### config.mk
export PLATFORM = sky130hd
export DESIGN_NAME = serial_adder_flat
export DESIGN_NICKNAME = d
export VERILOG_FILES = /design/src/rtl/serial_adder_if.sv /design/src/rtl/serial_adder.sv /design/src/flat_wrapper.sv
export SDC_FILE = /design/constraint.sdc
export NUM_CORES = 1
export LEC_CHECK = 0
export ABC_AREA = 1
export CORE_MARGIN = 2
export CORE_UTILIZATION = 46
export CTS_CLUSTER_SIZE = 14
export DETAILED_ROUTE_END_ITERATION = 8
export PLACE_DENSITY = 0.74
export REMOVE_ABC_BUFFERS = 1
export SLEW_MARGIN = 30
export SYNTH_ARGS = -nofsm -noshare
export SYNTH_HDL_FRONTEND = slang
export SYNTH_SLANG_ARGS = --single-unit
### constraint.sdc
create_clock -name clk -period 1.1 [get_ports clk]
set_input_delay 0.165 -clock clk [delete_from_list [all_inputs] [get_ports clk]]
set_output_delay 0.165 -clock clk [all_outputs]
set_load 0.02 [all_outputs]
### src/rtl/serial_adder_if.sv
// serial_adder_if: start/busy/done handshake plus operand and result buses
interface serial_adder_if #(parameter int WIDTH = 8);
    logic             start;
    logic [WIDTH-1:0] a;
    logic [WIDTH-1:0] b;
    logic             cin;
    logic             busy;
    logic             done;
    logic [WIDTH-1:0] sum;
    logic             cout;
    modport master (output start, a, b, cin, input busy, done, sum, cout);
    modport slave (input start, a, b, cin, output busy, done, sum, cout);
endinterface

### src/rtl/serial_adder.sv
// serial_adder: bit-serial LSB-first adder with start/busy/done handshake
module serial_adder #(parameter int WIDTH = 8) (
    input logic clk,
    input logic rst,
    serial_adder_if.slave bus
);
    localparam int CW = $clog2(WIDTH) + 1;
    typedef enum logic [1:0] {IDLE, ADD, DONE} state_t;
    state_t state, state_nx;
    logic [WIDTH-1:0] a_sh, b_sh, res, sum_q;
    logic [WIDTH:0] res_sh;
    logic [CW-1:0] cnt;
    logic c, s, c_nx, cout_q, last;
    assign s = a_sh[0] ^ b_sh[0] ^ c;
    assign c_nx = (a_sh[0] & b_sh[0]) | (c & (a_sh[0] ^ b_sh[0]));
    assign res_sh = {s, res} >> 1;
    assign last = cnt == CW'(WIDTH - 1);
    // state register
    always_ff @(posedge clk) begin
        if (rst) state <= IDLE;
        else state <= state_nx;
    end
    // next state: DONE always falls back to IDLE so start is never queued
    always_comb begin
        state_nx = state;
        state_nx = (state == IDLE) ? (bus.start ? ADD : IDLE) :
                   (state == ADD)  ? (last ? DONE : ADD) : IDLE;
    end
    // operand capture, one full-adder step per ADD cycle, result publish on the last bit
    always_ff @(posedge clk) begin
        if (rst) begin
            a_sh <= '0;
            b_sh <= '0;
            res <= '0;
            c <= 1'b0;
            cnt <= '0;
            sum_q <= '0;
            cout_q <= 1'b0;
        end else if (state == IDLE && bus.start) begin
            a_sh <= bus.a;
            b_sh <= bus.b;
            c <= bus.cin;
            cnt <= '0;
        end else if (state == ADD) begin
            a_sh <= a_sh >> 1;
            b_sh <= b_sh >> 1;
            res <= res_sh[WIDTH-1:0];
            c <= c_nx;
            cnt <= cnt + 1'b1;
            if (last) begin
                sum_q <= res_sh[WIDTH-1:0];
                cout_q <= c_nx;
            end
        end
    end
    assign bus.busy = state == ADD;
    assign bus.done = state == DONE;
    assign bus.sum = sum_q;
    assign bus.cout = cout_q;
endmodule

### src/flat_wrapper.sv
// flat-port wrapper written by rule: the top's interface ports become plain ports
module serial_adder_flat 
#(parameter int WIDTH = 8)
  (clk, rst, bus_start, bus_a, bus_b, bus_cin, bus_busy, bus_done, bus_sum, bus_cout);
  serial_adder_if #(.WIDTH(WIDTH)) bus_i ();
  input logic clk;
  input logic rst;
  input wire logic [$bits(bus_i.start)-1:0] bus_start;
  input wire logic [$bits(bus_i.a)-1:0] bus_a;
  input wire logic [$bits(bus_i.b)-1:0] bus_b;
  input wire logic [$bits(bus_i.cin)-1:0] bus_cin;
  output wire logic [$bits(bus_i.busy)-1:0] bus_busy;
  output wire logic [$bits(bus_i.done)-1:0] bus_done;
  output wire logic [$bits(bus_i.sum)-1:0] bus_sum;
  output wire logic [$bits(bus_i.cout)-1:0] bus_cout;
  assign bus_i.start = bus_start;
  assign bus_i.a = bus_a;
  assign bus_i.b = bus_b;
  assign bus_i.cin = bus_cin;
  assign bus_busy = bus_i.busy;
  assign bus_done = bus_i.done;
  assign bus_sum = bus_i.sum;
  assign bus_cout = bus_i.cout;
  serial_adder #(.WIDTH(WIDTH)) u_core (.clk(clk), .rst(rst), .bus(bus_i));
endmodule
# Word level (Yosys, flattened, before mapping)
# Index checks and enable logic that the tools add are counted.
[word_totals]
reg_bits = 40
latchBits = 0
ramBits = 0
rom_bits = 0
out_inout_bits = 11
wordCells = 34
n_memories = 0
[classes]
addsub = 1
n_mul = 0
div = 0
magnitude_cmp = 0
n_eq_ne = 3
n_shift = 0
muxes = 10
n_bitwise = 6
n_reduce_logical = 6
[op_table]
columns = ["cell", "count"]
rows = [
  ["$mux W8", 4],
  ["$mux W2", 3],
  ["$add A4 B1 Y4 const B", 1],
  ["$eq A4 B3 Y1 const B", 1],
  ["$mux W1", 3],
  ["$reduce_and A3 Y1", 1],
  ["$and A1 B1 Y1", 2],
  ["$eq A2 B1 Y1 const B", 1],
  ["$eq A2 B2 Y1 const B", 1],
  ["$logic_not A2 Y1", 1],
  ["$reduce_and A2 Y1", 1],
  ["$reduce_bool A2 Y1", 1],
  ["$reduce_or A2 Y1", 1],
  ["$xor A1 B1 Y1", 2],
  ["$logic_and A1 B1 Y1", 1],
  ["$not A1 Y1", 1],
  ["$or A1 B1 Y1", 1],
]

# Depth between registers and ports, before layout
[depth]
word_depth = 5
ltp_mapped = 7
ltp_nobuf = 6

# Worst setup path before layout
# No wires, ideal clock.
[synth_timing]
path_kind = "register to register"
startpoint = "reg u_core.cnt[0]"
endpoint = "reg u_core.sum_q[0], in the netlist u_core.bus.sum[0]"
t_arrival_ns = 1.063
setup_slack_ns = -0.076
stages_incl_launch_ff = 7
period_less_slack_ns = 1.176
path_cell_list = "dfxtp_1 ha_1 nand3_1 nor2_2 nand2_1 nand2_1 nor2_1"
[synth_via]
elab_chain_len = 2
[synth_lines]
columns = ["item", "line", "text"]
rows = [
  ["start: declaration", "serial_adder.sv:12", "logic [CW-1:0] cnt;"],
  ["start signal: assignment", "serial_adder.sv:49", "cnt <= cnt + 1'b1;"],
  ["$eq A4 B3 Y1", "serial_adder.sv:17", "assign last = cnt == CW'(WIDTH - 1);"],
  ["$reduce_and A3 Y1 (no source line)", "-", ""],
  ["end signal: assignment", "serial_adder.sv:51", "sum_q <= res_sh[WIDTH-1:0];"],
  ["end: declaration", "serial_adder.sv:10", "logic [WIDTH-1:0] a_sh, b_sh, res, sum_q;"],
]
# Every way passes these cells.
# A chain may end at the register's enable or synchronous reset.

# Final worst setup path
[layout_timing]
startpoint = "reg u_core.state[0]"
endpoint = "out bus_busy"
[layout_via]
elab_chain_len = 1
[layout_lines]
columns = ["item", "line", "text"]
rows = [
  ["start: declaration", "serial_adder.sv:9", "state_t state, state_nx;"],
  ["start signal: assignment", "serial_adder.sv:21", "else state <= state_nx;"],
  ["$eq A2 B1 Y1", "serial_adder.sv:56", "assign bus.busy = state == ADD;"],
  ["end: declaration", "flat_wrapper.sv:12", "output wire logic [$bits(bus_i.busy)-1:0] bus_busy;"],
]
# Every way passes these cells.

==> summary.txt <==
Outcome
  • Status: complete, but fails checks
  • Failing checks: setup timing

Detailed routing
  • Total wire length: 4.28 mm
  • Vias/cell: between 4 and 5
  • Avg WL per Cell: roughly 12 um
  • Post-Route M1 WL: roughly 1.8 mm
  • DR pass1 iterations: 4
  • 1st-iter DRT viols: a little under 90
  • DR WL met2: 2.24 mm
  • Detail Route Antenna Nets: 0
  • Via count: 1725
  • DRC Markers: 0
  • Met3 WL: 158 um
  • Highest routed layer: met4

Place
  • IO buf count: 30
  • Placed inst area: between 2000 and 2500 um2
  • HPWL after detailed placement: roughly 2.6 mm
  • Gp weighted congestion: about 0.8
  • Setup Slack @ Placement: -0.242 ns
  • Placed Instances: ~340

STA
  • Max-slew headroom: 0.821
  • Final hold violations: 0
  • Layout Skew: 0.00771 ns
  • Worst Tran Pin Value: 0.268 ns
  • Final Max Slew Viols: 0
  • Fmax: ~840 MHz
  • RSZ-0062 raised after global routing: true
  • Period minus WS final: 1.19 ns
  • # setup viols final: 25
  • Tcrit/Tclk final: 1.08
  • Worst setup margin: -0.0878 ns

Floorplan
  • # rows: 22
  • Chip width: 65.2 um
  • Die height: 65.2 um
  • Ports: 31
  • Initial core utilization: 0.475
  • Core ar.: around 3600 um2
  • Die footprint: around 4300 um2

Synth
  • Cells after Synth: 248
  • Yosys Warn Count: 0
  • Post-synthesis sequential area ratio: 0.453
  • Yosys reg bits: 39
  • Number of library cell types mapped by synthesis: 20
  • Syn_area_per_cell: 6.96 um2
  • Netlist Area Pre-Place: 1730 um2

Finish
  • Layout cells sized above 1: 0.302
  • ANT cells: 0
  • Most frequent cells in the layout: 58 x nor2_1, 46 x nand2_1, 32 x dfxtp_1
  • Fin nets: between 300 and 400
  • Fillers: 306
  • Most common library cell in the layout ignoring fill and taps: nor2_1
  • Cell area after layout: about 2600 um2
  • Area delta synth->final: 51.0%
  • Layout Utilization: 0.717
  • Non-filler cells in the finished layout: 356

Critical path
  • Setup crit start kind: flop
  • Crit Path Category: reg2out
  • CP required: 0.94 ns
  • CP max FO: 4
  • Crit path cell chain: inv_2 > nor2_4 > buf_6
  • CP arrival: 1.02 ns
  • Setup crit end kind: output port
  • CP max stage cell: dfxtp_2
  • Slowest Stage Delay on Critical Path: 0.36 ns

Clocking
  • CTS Sinks: 39
  • Cts-stage hold buffer count: 0
  • CTS tree: done
  • Cts bufs inserted: 5
  • Clock root buffer: clkbuf_8
  • H-tree Lvls: 2
  • CTS clk-pin slew, worst paths: 0.08 ns
  • Skew-Pair Late Insertion Delay: 0.30 ns
  • Max clock buf depth: 2

Power and ir drop
  • Comb pwr share: 0.183
  • NetSw: 813 uW
  • Seq pwr share: 0.506
  • Clock network power share: 0.311
  • Tot Pwr: 3.01 mW
  • Worst vdd ir: 0.000728 V
  • Leak Pwr: around 1.1 nW
  • Internal Pwr Total: 2.20 mW
  • Net Sw Frac: 0.270
  • PwrDens: 1160 nW/um2

Run
  • Max Cap Viol: 0

Global route
  • GRT Util Overall: 0.206
  • First-pass GRT wire length: 6.75 mm
  • Largest net degree at the start of global routing: 25
  • GRT overflow: 0
  • Vias in the first global route: around 1600
  • Initial antenna violation count: 0

Hold path
  • Min-Delay Path Class: in2reg
power groups by stage:
| stage | sequential (mW) | combinational (mW) | clock (mW) |
|---|---|---|---|
| after floorplan | 1.54 | 0.213 | 0 |
| after global placement | 1.55 | 0.412 | 0 |
| after detailed placement | 1.55 | 0.421 | 0 |
| after CTS | 1.52 | 0.460 | 0.949 |
| after global routing | 1.53 | 0.610 | 1.02 |
| final | 1.53 | 0.551 | 0.937 |
cells in the mapped netlist:
library cell	instances	area, um2
a21oi_1	5	25.0
dfxtp_1	39	781
o21ai_0	7	35.0
nand3_2	1	10.0
buf_2	5	25.0
nor2_4	1	11.3
clkinv_1	1	3.75
clkbuf_1	2	7.51
buf_4	1	7.51
nor2_1	61	229
inv_1	19	71.3
ha_1	1	12.5
inv_2	2	7.51
nand2_2	3	18.8
nor2_2	2	12.5
nand2_1	51	191
nand3_1	42	210
fa_1	1	20.0
nor3b_2	1	12.5
buf_6	3	33.8
per-layer routing:
layer  GRT usage  vias to the layer above
met5           0                        -
met4      0.0703                        0
met3      0.0531                        5
met2       0.372                       35
met1       0.234                      789
li1            -                      896
state kept, by name, summed over array words and instances (netlist names):
name and cells:
u_core.res 7, u_core.b_sh 8, u_core.state 2, u_core.cnt 4, u_core.c 1, u_core.bus.cout 1
u_core.bus.sum 8, u_core.a_sh 8
critical path, delay by kind of cell (launching register included):
kind | cells | cell delay [ns]
buffers and inverters | 2 | 0.20
and+or+nand+nor | 1 | 0.17
DFF | 1 | 0.36
per-stage QoR:
stage,hold WS (ns),TNS [ns]
floorplan,0.234,-4.85
global placement,0.440,-6.49
detailed placement,0.446,-7.56
CTS,0.457,-0.395
global route,0.475,-3.10
finish,0.460,-0.748
final timing paths:
kind	start	endpoint	slack, ns	cells after the start
max reg2reg	u_core.state[0]$_SDFF_PP0_	u_core.b_sh[6]$_SDFFE_PP0P_	-0.06	8
max	u_core.state[0]$_SDFF_PP0_	bus_busy	-0.09	3
min	bus_b[7]	u_core.b_sh[7]$_SDFFE_PP0P_	0.46	3
min reg2reg	u_core.bus.sum[5]$_SDFFE_PP0P_	u_core.bus.sum[5]$_SDFFE_PP0P_	0.46	2
what timing repair did:
item                       4_1_cts  5_1_grt
pin swaps                        4       18
cloned                           2        2
setup endpoints to repair       47       45
hold endpoints to repair         0        0
buffers inserted                 1        6
gates resized for setup         68       41
cell families after synthesis:
| kind of cell | count (synthesis) | synth area share |
|---|---|---|
| flip-flops | 39 | 0.453 |
| AO/OA/AOI/OAI | 12 | 0.0348 |
| AND/OR/NAND/NOR | 162 | 0.403 |
| adder cells (fa/ha/maj) | 2 | 0.0189 |
| buffers and inverters | 33 | 0.0906 |
cell type report:
cell class                 count  area (um2)  area share
inverter                      22        85.1      0.0327
clock buffer                   7        76.3      0.0293
tap                           48        60.1      0.0231
sequential                    39         792       0.304
multi-input combinational    177         985       0.378
clock inverter                 1        5.00     0.00192
timing repair buffer          62         602       0.231
Note: power is estimated with default switching activity, not from simulation.
